### config.mk
export PLATFORM = sky130hd
export DESIGN_NAME = aer_out_event_fifo
export DESIGN_NICKNAME = d
export VERILOG_FILES = /design/src/rtl/aer_out_event_fifo.sv
export SDC_FILE = /design/constraint.sdc
export NUM_CORES = 1
export LEC_CHECK = 0
export BUFFER_PORTS_ARGS = -buffer_cell sky130_fd_sc_hd__buf_2
export CAP_MARGIN = 20
export CORE_MARGIN = 4
export CORE_UTILIZATION = 35
export CTS_BUF_LIST = sky130_fd_sc_hd__clkbuf_4
export DETAILED_ROUTE_END_ITERATION = 12
export PLACE_DENSITY = 0.58
export SLEW_MARGIN = 20
export SYNTH_ARGS = -nofsm -noshare
export SYNTH_HDL_FRONTEND = slang
export SYNTH_SLANG_ARGS = --single-unit
### constraint.sdc
create_clock -name clk -period 9 [get_ports clk]
set_input_delay 0 -clock clk [delete_from_list [all_inputs] [get_ports clk]]
set_output_delay 0 -clock clk [all_outputs]
set_load 0.01 [all_outputs]
### src/rtl/aer_out_event_fifo.sv
// Elastic FIFO on the outgoing AER path. Both sides use a 4-phase handshake.
// Optional statistics counters are built in when AER_FIFO_STATS_EN is defined.
module aer_out_event_fifo #(
    parameter int ADDR_WIDTH = 11,
    parameter int DEPTH      = 16,
    parameter int LVL_WIDTH  = $clog2(DEPTH) + 1
) (
    input  logic                  clk,
    input  logic                  rst_n,
    input  logic                  AERIN_REQ,
    input  logic [ADDR_WIDTH-1:0] AERIN_ADDR,
    output logic                  AERIN_ACK,
    output logic                  AEROUT_REQ,
    output logic [ADDR_WIDTH-1:0] AEROUT_ADDR,
    input  logic                  AEROUT_ACK,
    input  logic                  FLUSH,
    output logic [LVL_WIDTH-1:0]  LEVEL,
    output logic                  FULL,
    output logic                  EMPTY,
    output logic [31:0]           EVT_CNT,
    output logic [LVL_WIDTH-1:0]  MAX_LEVEL
);

    localparam int IDX_WIDTH = LVL_WIDTH - 1;

    typedef enum logic {
        IN_IDLE,
        IN_ACK
    } in_state_t;

    typedef enum logic [1:0] {
        OUT_IDLE,
        OUT_REQ,
        OUT_WAIT
    } out_state_t;

    logic [ADDR_WIDTH-1:0] mem [DEPTH];

    logic [LVL_WIDTH-1:0]  wr_ptr, wr_ptr_next;
    logic [LVL_WIDTH-1:0]  rd_ptr, rd_ptr_next;
    logic [LVL_WIDTH-1:0]  level_q, level_next;
    logic                  full_q, full_next;
    logic                  empty_q, empty_next;
    logic [IDX_WIDTH-1:0]  wr_idx, rd_idx;

    in_state_t             in_state, in_state_next;
    out_state_t            out_state, out_state_next;
    logic                  ack_q, ack_next;
    logic                  out_vld, out_vld_next;
    logic [ADDR_WIDTH-1:0] out_addr, out_addr_next;
    logic                  wr_en, rd_en;

    assign wr_idx = wr_ptr[IDX_WIDTH-1:0];
    assign rd_idx = rd_ptr[IDX_WIDTH-1:0];

    // Input side: accept one event per request, hold ACK until REQ falls.
    always_comb begin
        // NOTE: every combinational output gets a default first, so no path leaves it unassigned (no latch).
        in_state_next = in_state;
        ack_next      = ack_q;
        wr_en         = 1'b0;
        case (in_state)
            IN_IDLE: begin
                if (AERIN_REQ && !full_q) begin
                    wr_en         = 1'b1;
                    ack_next      = 1'b1;
                    in_state_next = IN_ACK;
                end
            end
            IN_ACK: begin
                if (!AERIN_REQ) begin
                    ack_next      = 1'b0;
                    in_state_next = IN_IDLE;
                end
            end
            default: begin
                ack_next      = 1'b0;
                in_state_next = IN_IDLE;
            end
        endcase
    end

    // Output side: a FLUSH cycle never loads, so the flushed head is not presented.
    always_comb begin
        out_state_next = out_state;
        out_vld_next   = out_vld;
        out_addr_next  = out_addr;
        rd_en          = 1'b0;
        case (out_state)
            OUT_IDLE: begin
                if (!empty_q && !FLUSH) begin
                    rd_en          = 1'b1;
                    out_addr_next  = mem[rd_idx];
                    out_vld_next   = 1'b1;
                    out_state_next = OUT_REQ;
                end
            end
            OUT_REQ: begin
                if (AEROUT_ACK) begin
                    out_vld_next   = 1'b0;
                    out_state_next = OUT_WAIT;
                end
            end
            OUT_WAIT: begin
                if (!AEROUT_ACK) begin
                    out_state_next = OUT_IDLE;
                end
            end
            default: begin
                out_vld_next   = 1'b0;
                out_state_next = OUT_IDLE;
            end
        endcase
    end

    // A flush moves rd_ptr to the old wr_ptr, so a same-cycle write survives as the sole entry.
    always_comb begin
        wr_ptr_next = wr_ptr + LVL_WIDTH'(wr_en);
        rd_ptr_next = FLUSH ? wr_ptr : rd_ptr + LVL_WIDTH'(rd_en);
        level_next  = wr_ptr_next - rd_ptr_next;
        empty_next  = (wr_ptr_next == rd_ptr_next);
        full_next   = (wr_ptr_next[IDX_WIDTH-1:0] == rd_ptr_next[IDX_WIDTH-1:0]) &&
                      (wr_ptr_next[IDX_WIDTH] != rd_ptr_next[IDX_WIDTH]);
    end

    // NOTE: state registers use non-blocking assignments so every flop samples pre-edge values.
    always_ff @(posedge clk or negedge rst_n) begin
        if (!rst_n) begin
            in_state  <= IN_IDLE;
            out_state <= OUT_IDLE;
            ack_q     <= 1'b0;
            out_vld   <= 1'b0;
            out_addr  <= '0;
            wr_ptr    <= '0;
            rd_ptr    <= '0;
            level_q   <= '0;
            full_q    <= 1'b0;
            empty_q   <= 1'b1;
        end else begin
            in_state  <= in_state_next;
            out_state <= out_state_next;
            ack_q     <= ack_next;
            out_vld   <= out_vld_next;
            out_addr  <= out_addr_next;
            wr_ptr    <= wr_ptr_next;
            rd_ptr    <= rd_ptr_next;
            level_q   <= level_next;
            full_q    <= full_next;
            empty_q   <= empty_next;
        end
    end

    // NOTE: the storage array has no reset; pointers alone define which entries are valid.
    always_ff @(posedge clk) begin
        if (wr_en) begin
            mem[wr_idx] <= AERIN_ADDR;
        end
    end

    assign AERIN_ACK   = ack_q;
    assign AEROUT_REQ  = out_vld;
    assign AEROUT_ADDR = out_addr;
    assign LEVEL       = level_q;
    assign FULL        = full_q;
    assign EMPTY       = empty_q;

`ifdef AER_FIFO_STATS_EN
    logic [31:0]          evt_cnt;
    logic [LVL_WIDTH-1:0] max_level;

    // Statistics survive FLUSH; only reset clears them.
    always_ff @(posedge clk or negedge rst_n) begin
        if (!rst_n) begin
            evt_cnt   <= '0;
            max_level <= '0;
        end else begin
            if (wr_en) begin
                evt_cnt <= evt_cnt + 32'd1;
            end
            if (level_next > max_level) begin
                max_level <= level_next;
            end
        end
    end

    assign EVT_CNT   = evt_cnt;
    assign MAX_LEVEL = max_level;
`else
    assign EVT_CNT   = '0;
    assign MAX_LEVEL = '0;
`endif

    write_never_when_full: assert property (
        @(posedge clk) disable iff (!rst_n) !(wr_en && full_q)
    );

endmodule

==> metrics.txt <==
Post CTS Setup Buffer Count 0; dpl hpwl 10.2 mm; core area 0.0243 mm2; Multi-input gate area 0.00229 mm2; DIE HEIGHT 165 um; Compound-Gate Fraction of Synth Area 0.822%; Seq. cell area 0.00611 mm2; Critical Path AT 3.76 ns; Mapped Area 0.00868 mm2; clk sinks 209; Switching Fraction 29.5%; Syn Area/Cell 20.7 um2; Post-Route Utilization 41.2%; PwrDens 288 mW/mm2; std cell rows 57; status complete, no violations; H-tree depth 2; PortBufs 35; Max Clock Skew 0.0178 ns; DR vias 4186; Clock Tree Buf Depth 3; Adder-Cell Fraction of Synth Area 1.34%; Area Growth Syn to Fin 15.5%; Worst setup SP type register; area leader, netlist edfxtp_1; post-CTS sizing 0; top post-synthesis cells by area edfxtp_1 61%, mux4_1 12%, dfrtp_1 9.2%, mux4_2 3.6%, buf_4 3.2%; P_sw 850 uW; max-slew violation count 0; setup violators final 0; largest net degree at the start of global routing 50; antenna viol nets, final 0; Final Power 2.88 mW; slew at the pin closest to its max-slew limit 0.923 ns; Clk Latency, worst-skew pair 0.64 ns; Die X 165 um; f_max 0.307 GHz; number of detailed-route iterations in the first pass 4; CTS Buf Count 51; clock network fraction of total power 26.9%; die area 0.0274 mm2; Comb pwr share 29.1%; 1st-iter DRT viols 261; largest family of logic cells by synthesized area multiplexers; Starting Density 35.7%; global-route wire length before repair 25.9 mm; post-synthesis simple-gate area fraction 2.18%; Post-synth ARST share 15.8%; Peak VDD IR 0.000168 V; # IOs 73; number of synthesized flops with an enable pin 176; Seq pwr share 44.0%; Setup TNS 0 ns; endpoints failing hold 0; DRC violations left 0; crit end category register; unrepaired setup endpoints after global routing false; Clock transition at path regs 0.06 ns; final wirelength 17.3 mm; Worst Path Max Fanout 45; Total GRT Usage 12.9%; Netlist cell types 39; layout cells sized above 1 31.7%; max_slew headroom 38.4%; Routed WL per cell 19.4 um; GP Congestion 0.768; XOR/XNOR share of the synthesized area 1.77%; hold buffers post-CTS 17; Crit path required time 9.50 ns; Top FF cell, synth edfxtp_1; critical path startpoint rd_ptr[0]$_DFF_PN0_; Internal 2.03 mW; root buffer cell clkbuf_4; Synth Instances 419; filler instances 2154; initial antenna violation count 0; HP Start AEROUT_ACK; Synth Warn # 0; top-area cell type share of the netlist area 60.9%; crit share post-route 36.2%; Crit Path Category register to register; sequential element share of the synthesized area 70.4%; n_diodes 0; Nets 547; Congestion Overflow GR 0; via/cell ratio 4.69; vias in the first global route 4420; worst flop-to-flop path startpoint rd_ptr[0]$_DFF_PN0_; Post-DP Area 0.00916 mm2; post-layout instance area 0.0100 mm2; Worst Hold Class input pin to register; #FFs+latches synth 209; Max Cap Violations 0; CTS tree done; Leakage Power 3.70 nW; mux contribution to synthesized area 18.3%; post-route minimum period 3.26 ns
-- routing by layer --
| layer | GRT usage [%] | vias to the layer above | wire, um |
|---|---|---|---|
| li1 | - | 1869 | - |
| met1 | 16.7 | 2165 | 7380 |
| met2 | 21.5 | 135 | 8510 |
| met3 | 3.30 | 17 | 1160 |
| met4 | 3.94 | 0 | 214 |
| met5 | 0 | - | 0 |
-- synth_stat cells (2+ instances only) --
cell type and n:
edfxtp_1 176, mux4_1 41, buf_4 37, dfrtp_1 32, nor2_1 17, mux4_2 14
inv_1 11, xnor2_1 9, mux2_4 8, ha_1 6, mux2_2 6, xor2_1 6
buf_1 5, buf_6 5, nand3_1 4, nor3_1 4, buf_2 3, clkbuf_1 3
maj3_1 3, o21ai_0 3, a21o_1 2, and2_1 2, nand2_1 2, nand2b_1 2
nand3b_1 2, nand4_1 2, nor2b_1 2
-- power by group through the flow --
stage	combinational [mW]	clock [mW]	sequential, mW
3_3_place_gp	0.830	0	1.28
6_report	0.838	0.776	1.27
4_1_cts	0.855	0.809	1.27
2_1_floorplan	0.666	0	1.25
5_1_grt	0.910	0.867	1.28
3_5_place_dp	0.846	0	1.29
-- state kept, by name (all words and copies together), names as in the netlist --
signal / flops
AEROUT_REQ: 1
FULL: 1
out_state: 2
mem: 176
rd_ptr: 5
wr_ptr: 5
AEROUT_ADDR: 11
LEVEL: 5
EMPTY: 1
AERIN_ACK: 1
in_state: 1
-- stage by stage --
step | cells | setup slack [ns] | hold WS (ns)
after floorplan | 455 | 5.58 | -0.296
after global placement | 779 | 5.80 | 0.117
after detailed placement | 779 | 5.74 | 0.126
after CTS | 892 | 5.71 | 0.0980
after global routing | 892 | 5.49 | 0.144
final | 892 | 5.74 | 0.156
-- area by class of cell --
type,instances,area share [%]
clock buffer,82,6.14
clock inverter,14,0.612
inverter,11,0.412
multi-input combinational,181,22.8
sequential,209,61.0
tap,324,4.05
timing repair buffer,71,4.97
-- final timing paths --
check,slack [ns],endpoint,depth (start not counted)
hold reg to reg,0.48,AEROUT_REQ$_DFFE_PN0P_,1
hold / removal,0.16,out_state[1]$_DFFE_PN0P_,3
min in group asynchronous,0.44,EMPTY$_DFF_PN1_,3
setup reg to reg,5.74,LEVEL[4]$_DFF_PN0_,11
setup / recovery,5.74,LEVEL[4]$_DFF_PN0_,11
max in group asynchronous,8.36,AEROUT_ADDR[8]$_DFFE_PN0P_,4
-- kinds of logic (layout without fill, tap and decap cells) --
kind of cell / Yosys count / count (layout)
flops: 209 / 209
mux: 70 / 70
buf+inv: 65 / 178
simple gates: 39 / 39
xor+xnor: 16 / 16
fa+ha+maj: 10 / 10
compound gates: 9 / 9
other cells: 1 / 37
-- layout by cell type (no fill, tap or decap), types with 2 or more instances in the layout --
cell type      count
edfxtp_1         176
clkbuf_4          82
mux4_1            41
conb_1            37
buf_2             35
dfrtp_1           31
buf_4             19
nor2_1            17
dlygate4sd3_1     16
mux4_2            14
inv_1             11
xnor2_1            9
clkinv_1           9
mux2_4             8
xor2_1             6
mux2_2             6
ha_1               6
nand3_1            4
nor3_2             4
clkinv_2           4
maj3_1             3
o21ai_0            3
nand4_1            2
nand2_1            2
and2_1             2
nor2b_1            2
nand3b_1           2
nand2b_1           2
a21o_1             2
-- worst max-delay path, stage by stage (launching register included) --
cell	delay [ns]
dfrtp_2	0.34
buf_4	0.61
ha_1	0.32
ha_1	0.26
xnor2_1	0.17
nor2_1	0.08
xnor2_1	0.20
ha_1	0.17
o21ba_2	0.17
maj3_2	0.31
maj3_1	0.37
xnor2_1	0.13
Note: power is estimated with default switching activity, not from simulation.
